<file path="src/rtl/id_stage.sv">
`timescale 1ns/1ps
// RV32I OP-IMM decode/operand-fetch stage: one registered output bundle for the
// I-type ALU, with an internal register file, writeback bypass and stall refresh.
module id_stage #(
  parameter int         XLEN     = 32,
  parameter int         NREGS    = 32,
  parameter logic [6:0] I_OPCODE = 7'b0010011
) (
  input  logic            clk,
  input  logic            reset,
  input  logic            instr_valid,
  output logic            instr_ready,
  input  logic [31:0]     instr,
  input  logic            wb_en,
  input  logic [4:0]      wb_rd,
  input  logic [XLEN-1:0] wb_data,
  output logic            out_valid,
  input  logic            out_ready,
  output logic [6:0]      opcode,
  output logic [2:0]      funct3,
  output logic [11:0]     imm,
  output logic [XLEN-1:0] in1,
  output logic [4:0]      rd,
  output logic            illegal
);

  logic [XLEN-1:0] regs [NREGS];
  logic [4:0]      rs1;
  logic [4:0]      held_rs1;
  logic [XLEN-1:0] rs1_val;
  logic            accept;
  logic            consume;
  logic            refresh;
  logic            dec_illegal;

  assign rs1         = instr[19:15];
  assign instr_ready = !out_valid || out_ready;
  assign accept      = instr_valid && instr_ready;
  assign consume     = out_valid && out_ready;

  // A stalled bundle picks up a late writeback to its source register.
  assign refresh = out_valid && !out_ready && wb_en &&
                   (wb_rd == held_rs1) && (held_rs1 != 5'd0);

  // NOTE: every always_comb output gets a default first so no latch is inferred.
  always_comb begin
    rs1_val = regs[rs1];
    if (rs1 == 5'd0) begin
      rs1_val = '0;
    end else if (wb_en && (wb_rd == rs1)) begin
      rs1_val = wb_data;
    end
  end

  always_comb begin
    dec_illegal = 1'b0;
    if (instr[6:0] != I_OPCODE) begin
      dec_illegal = 1'b1;
    end else if ((instr[14:12] == 3'd1) && (instr[31:25] != 7'h00)) begin
      dec_illegal = 1'b1;
    end else if ((instr[14:12] == 3'd5) &&
                 (instr[31:25] != 7'h00) && (instr[31:25] != 7'h20)) begin
      dec_illegal = 1'b1;
    end
  end

  // NOTE: the register file is built from resettable flops because reset must
  // clear every entry; a RAM macro could not do that in one cycle.
  always_ff @(posedge clk) begin
    if (reset) begin
      for (int i = 0; i < NREGS; i++) begin
        regs[i] <= '0;
      end
    end else if (wb_en && (wb_rd != 5'd0)) begin
      regs[wb_rd] <= wb_data;
    end
  end

  // NOTE: sequential state uses non-blocking assignments so every flop samples
  // pre-edge values regardless of statement order.
  always_ff @(posedge clk) begin
    if (reset) begin
      out_valid <= 1'b0;
      opcode    <= '0;
      funct3    <= '0;
      imm       <= '0;
      in1       <= '0;
      rd        <= '0;
      illegal   <= 1'b0;
      held_rs1  <= '0;
    end else if (accept) begin
      out_valid <= 1'b1;
      opcode    <= instr[6:0];
      funct3    <= instr[14:12];
      imm       <= instr[31:20];
      in1       <= rs1_val;
      rd        <= instr[11:7];
      illegal   <= dec_illegal;
      held_rs1  <= rs1;
    end else if (consume) begin
      out_valid <= 1'b0;
    end else if (refresh) begin
      in1 <= wb_data;
    end
  end

endmodule

</file>
<file path="config.mk">
export PLATFORM = sky130hd
export DESIGN_NAME = id_stage
export DESIGN_NICKNAME = d
export VERILOG_FILES = /design/src/rtl/id_stage.sv
export SDC_FILE = /design/constraint.sdc
export NUM_CORES = 1
export LEC_CHECK = 0
export BUFFER_PORTS_ARGS = -buffer_cell sky130_fd_sc_hd__buf_2
export CAP_MARGIN = 20
export CORE_ASPECT_RATIO = 1.25
export CORE_MARGIN = 8
export CORE_UTILIZATION = 28
export CTS_CLUSTER_DIAMETER = 30
export CTS_CLUSTER_SIZE = 20
export DETAILED_ROUTE_END_ITERATION = 10
export MAX_ROUTING_LAYER = met4
export SLEW_MARGIN = 25
export SYNTH_ARGS = -nofsm -noshare
export SYNTH_HDL_FRONTEND = slang
export SYNTH_SLANG_ARGS = --single-unit
</file>
<file path="constraint.sdc">
create_clock -name clk -period 5.5 [get_ports clk]
set_input_delay 1.65 -clock clk [delete_from_list [all_inputs] [get_ports clk]]
set_output_delay 1.65 -clock clk [all_outputs]
set_load 0.005 [all_outputs]
</file>
==> impl_metrics.toml <==
[run_status]
status = "finished clean"

[timing]
rsz0062_at_grt = "no"
hold_viol_final = 0
min_period_ns = 4.04
slew_viol_final = 0
fin_crit_sh_pct = 73.5
setup_viol = 0
max_slew_margin_pct = 31.1
fin_setup_tns_ns = 0
tightestPinTransition_ns = 1.03
finalClockSkew_ns = 0.0373
fmax_mhz = 247

[synthesis]
yosys.area.top_type_share_pct = 61.8
async_flop_share_pct = 0
syn_area_mm2 = 0.0497
synth_edf_count = 1024
yosysUniqueCellTypes = 54
syn_area_per_cell_um2 = 13.4
synthTopCellsByArea = "edfxtp_1 (62%), and2_1 (12%), mux2_2 (5.3%), mux2i_1 (4.1%), dfxtp_1 (2.7%)"
ys_ff_latch = 1090
yosysTopAreaCell = "edfxtp_1"
ys_warn_count = 0
syn_inst = 3712
synth_flop_cell = "edfxtp_1"
yosysSeqAreaShare_pct = 64.5

[grt]
first_global_vias = 31200
grtUsageMet3_pct = 2.68
grt_max_degree = 87
use_met2_pct = 26.9
overflow = 0
grt_util_met1_pct = 18.7
antenna_found_initial = 19
grt.total_usage_pct = 15.8
grt_pass1_wl_mm = 217
grt_most_used_layer = "met2"

[floorplanning]
die_x_um = 393
row_count = 173
dieHeight_um = 487
core_area_mm2 = 0.177
dieArea_mm2 = 0.191
initial_core_util_pct = 28.1
ios = 136

[route]
vias_per_cell = 4.86
via_count = 30600
ant_nets = 0
remaining_drc_errors = 0
drt_iter0_drc = 2639
avgRoutedWirePerCell_um = 24.0
drt_first_pass_iters = 7
drt_wl_total_mm = 151

[power]
peakVddDrop_v = 0.000321
p_sw_w = 0.00513
p_leak_nw = 20.8
sw_frac_of_total_pct = 23.3
powerDensity_mw_per_mm2 = 372
seq_power_share_pct = 44.0
clkPwrFrac_pct = 49.3
p_int_w = 0.0169
p_total_w = 0.0220
pwr-share-comb_pct = 6.7

[setup_path]
worstSetupPathType = "input pin to output port"
worst_path_max_delay_cell = "nor2b_2"
reg2reg_from = "out_valid$_SDFFE_PP0P_"
rr_worst_depth = 8
required_ns = 3.85
crit_top_cell = "buf_2"
cp_num_buf_inv = 3
path_cells = "buf_2 -> nor2b_2 -> inv_1 -> buf_2"
timing.rr.end = "in1[11]$_SDFFE_PP0P_"
crit_path_max_incr_delay_ns = 0.24
path_max_fanout = 5
endpoint_kind = "output port"
crit_arrival_ns = 2.39
r2r_slack_ns = 2.72
start_kind = "input pin"
critPathTopFamily = "buffers and inverters"

[final_layout]
regArea_mm2 = 0.0321
layout_common_cells = "edfxtp_1 (1,024), and2_1 (993), mux2_2 (232)"
nets = 3881
areaGrowthSynthToFinish_pct = 18.9
drive_above_1_share_pct = 21.6
n_fill_cell = 17400
multi_input_area_mm2 = 0.0165
final_common_cell = "edfxtp_1"

[worst_hold_path]
hold_depth = 2
min_from = "in1[21]$_SDFFE_PP0P_"
min_to = "in1[21]$_SDFFE_PP0P_"
min_path_type = "flop to flop"

[cts]
cts_buffers = 165
tritoncts = "yes"
postCtsHoldBufs = 0
clkTransAtPathRegs_ns = 0.05
cts_sinks = 1090
cts_root_buf = "clkbuf_16"
cts.htree.levels = 4
clk_latency_ns = 0.79
cts_resized = 0
clk_path_buf_depth = 3
cts_setup_buffers = 0

[place]
place_congestion = 0.786
port_buffers = 135
hpwlAfterDp_mm = 89.7

[job]
cap_violations = 0
-- per-stage QoR --
step	instances	hold WS [ns]	worst slack (ns)	instance area, um^2	util (%)
6_report	6308	0.449	1.46	59100	33.4
5_1_grt	6308	0.470	1.35	59100	33.4
2_1_floorplan	3743	0.445	0.284	49800	-
3_3_place_gp	6002	0.439	0.835	53400	30.2
3_5_place_dp	6002	0.442	0.807	53400	30.2
4_1_cts	6305	0.452	1.41	59100	33.4
-- layout make-up --
class / instances / share of cell area, %
diodes: 3 / 0.0127
clock buffers: 184 / 7.28
clock inverters: 119 / 2.45
inverters: 3 / 0.0190
multi-input cells: 2287 / 27.8
flip-flops and latches: 1090 / 54.2
well taps: 2362 / 5.00
repair buffers: 260 / 3.17
-- registers in the layout, summed over array words and instances (netlist names) --
signal,count
in1,32
rd,5
illegal,1
imm,12
funct3,3
opcode,7
out_valid,1
held_rs1,5
regs,1024
-- how the worst max path moves through the flow --
stage	endpoint	slack, ns	cells past startpoint	start
final	instr_ready	1.46	4	out_ready
after global routing	instr_ready	1.35	4	out_ready
after CTS	instr_ready	1.41	4	out_ready
after detailed placement	in1[10]$_SDFFE_PP0P_	0.81	8	instr[16]
after global placement	in1[10]$_SDFFE_PP0P_	0.83	8	instr[16]
after floorplan	regs[5][0]$_SDFFCE_PN0P_	0.28	4	wb_rd[3]
-- worst register-to-register path, delay by kind of cell, from the launching register on --
family	cells	cell delay [ns]
buf+inv	3	1.07
compound gates	2	0.52
simple gates	3	0.71
flops	1	0.38
-- layer usage --
metal	up-vias	share of wire, %
li1	13700	-
met1	15500	40
met2	1120	51
met3	320	6.0
met4	0	3.4
met5	-	0
-- power by group through the flow --
stage / sequential, W / clock (W) / combinational, W
2_1_floorplan: 0.00980 / 0 / 0.000860
3_3_place_gp: 0.00981 / 0 / 0.00146
3_5_place_dp: 0.00983 / 0 / 0.00147
4_1_cts: 0.00967 / 0.0110 / 0.00148
5_1_grt: 0.00971 / 0.0113 / 0.00156
6_report: 0.00967 / 0.0108 / 0.00147
-- Yosys cell counts, types with 36 or more instances --
cell / count
buf_4: 38
mux2_2: 232
a2111oi_0: 54
clkbuf_1: 247
edfxtp_1: 1024
a211oi_1: 76
mux2i_1: 204
nor2b_1: 79
and2_1: 993
buf_2: 36
nand2_1: 100
o21ai_0: 63
o22ai_1: 116
a21oi_1: 160
dfxtp_1: 66
-- kinds of logic (layout without fill, tap and decap cells) --
logic type	count (synthesis)	count (layout)	share of synthesized area, %
mux	436	436	9.36
simple gates	1249	1249	15.1
buf+inv	366	566	3.59
other cells	1	35	0.00754
xor+xnor	9	9	0.159
flops	1090	1090	64.5
compound gates	561	561	7.31
(Power assumes the default switching activity.)
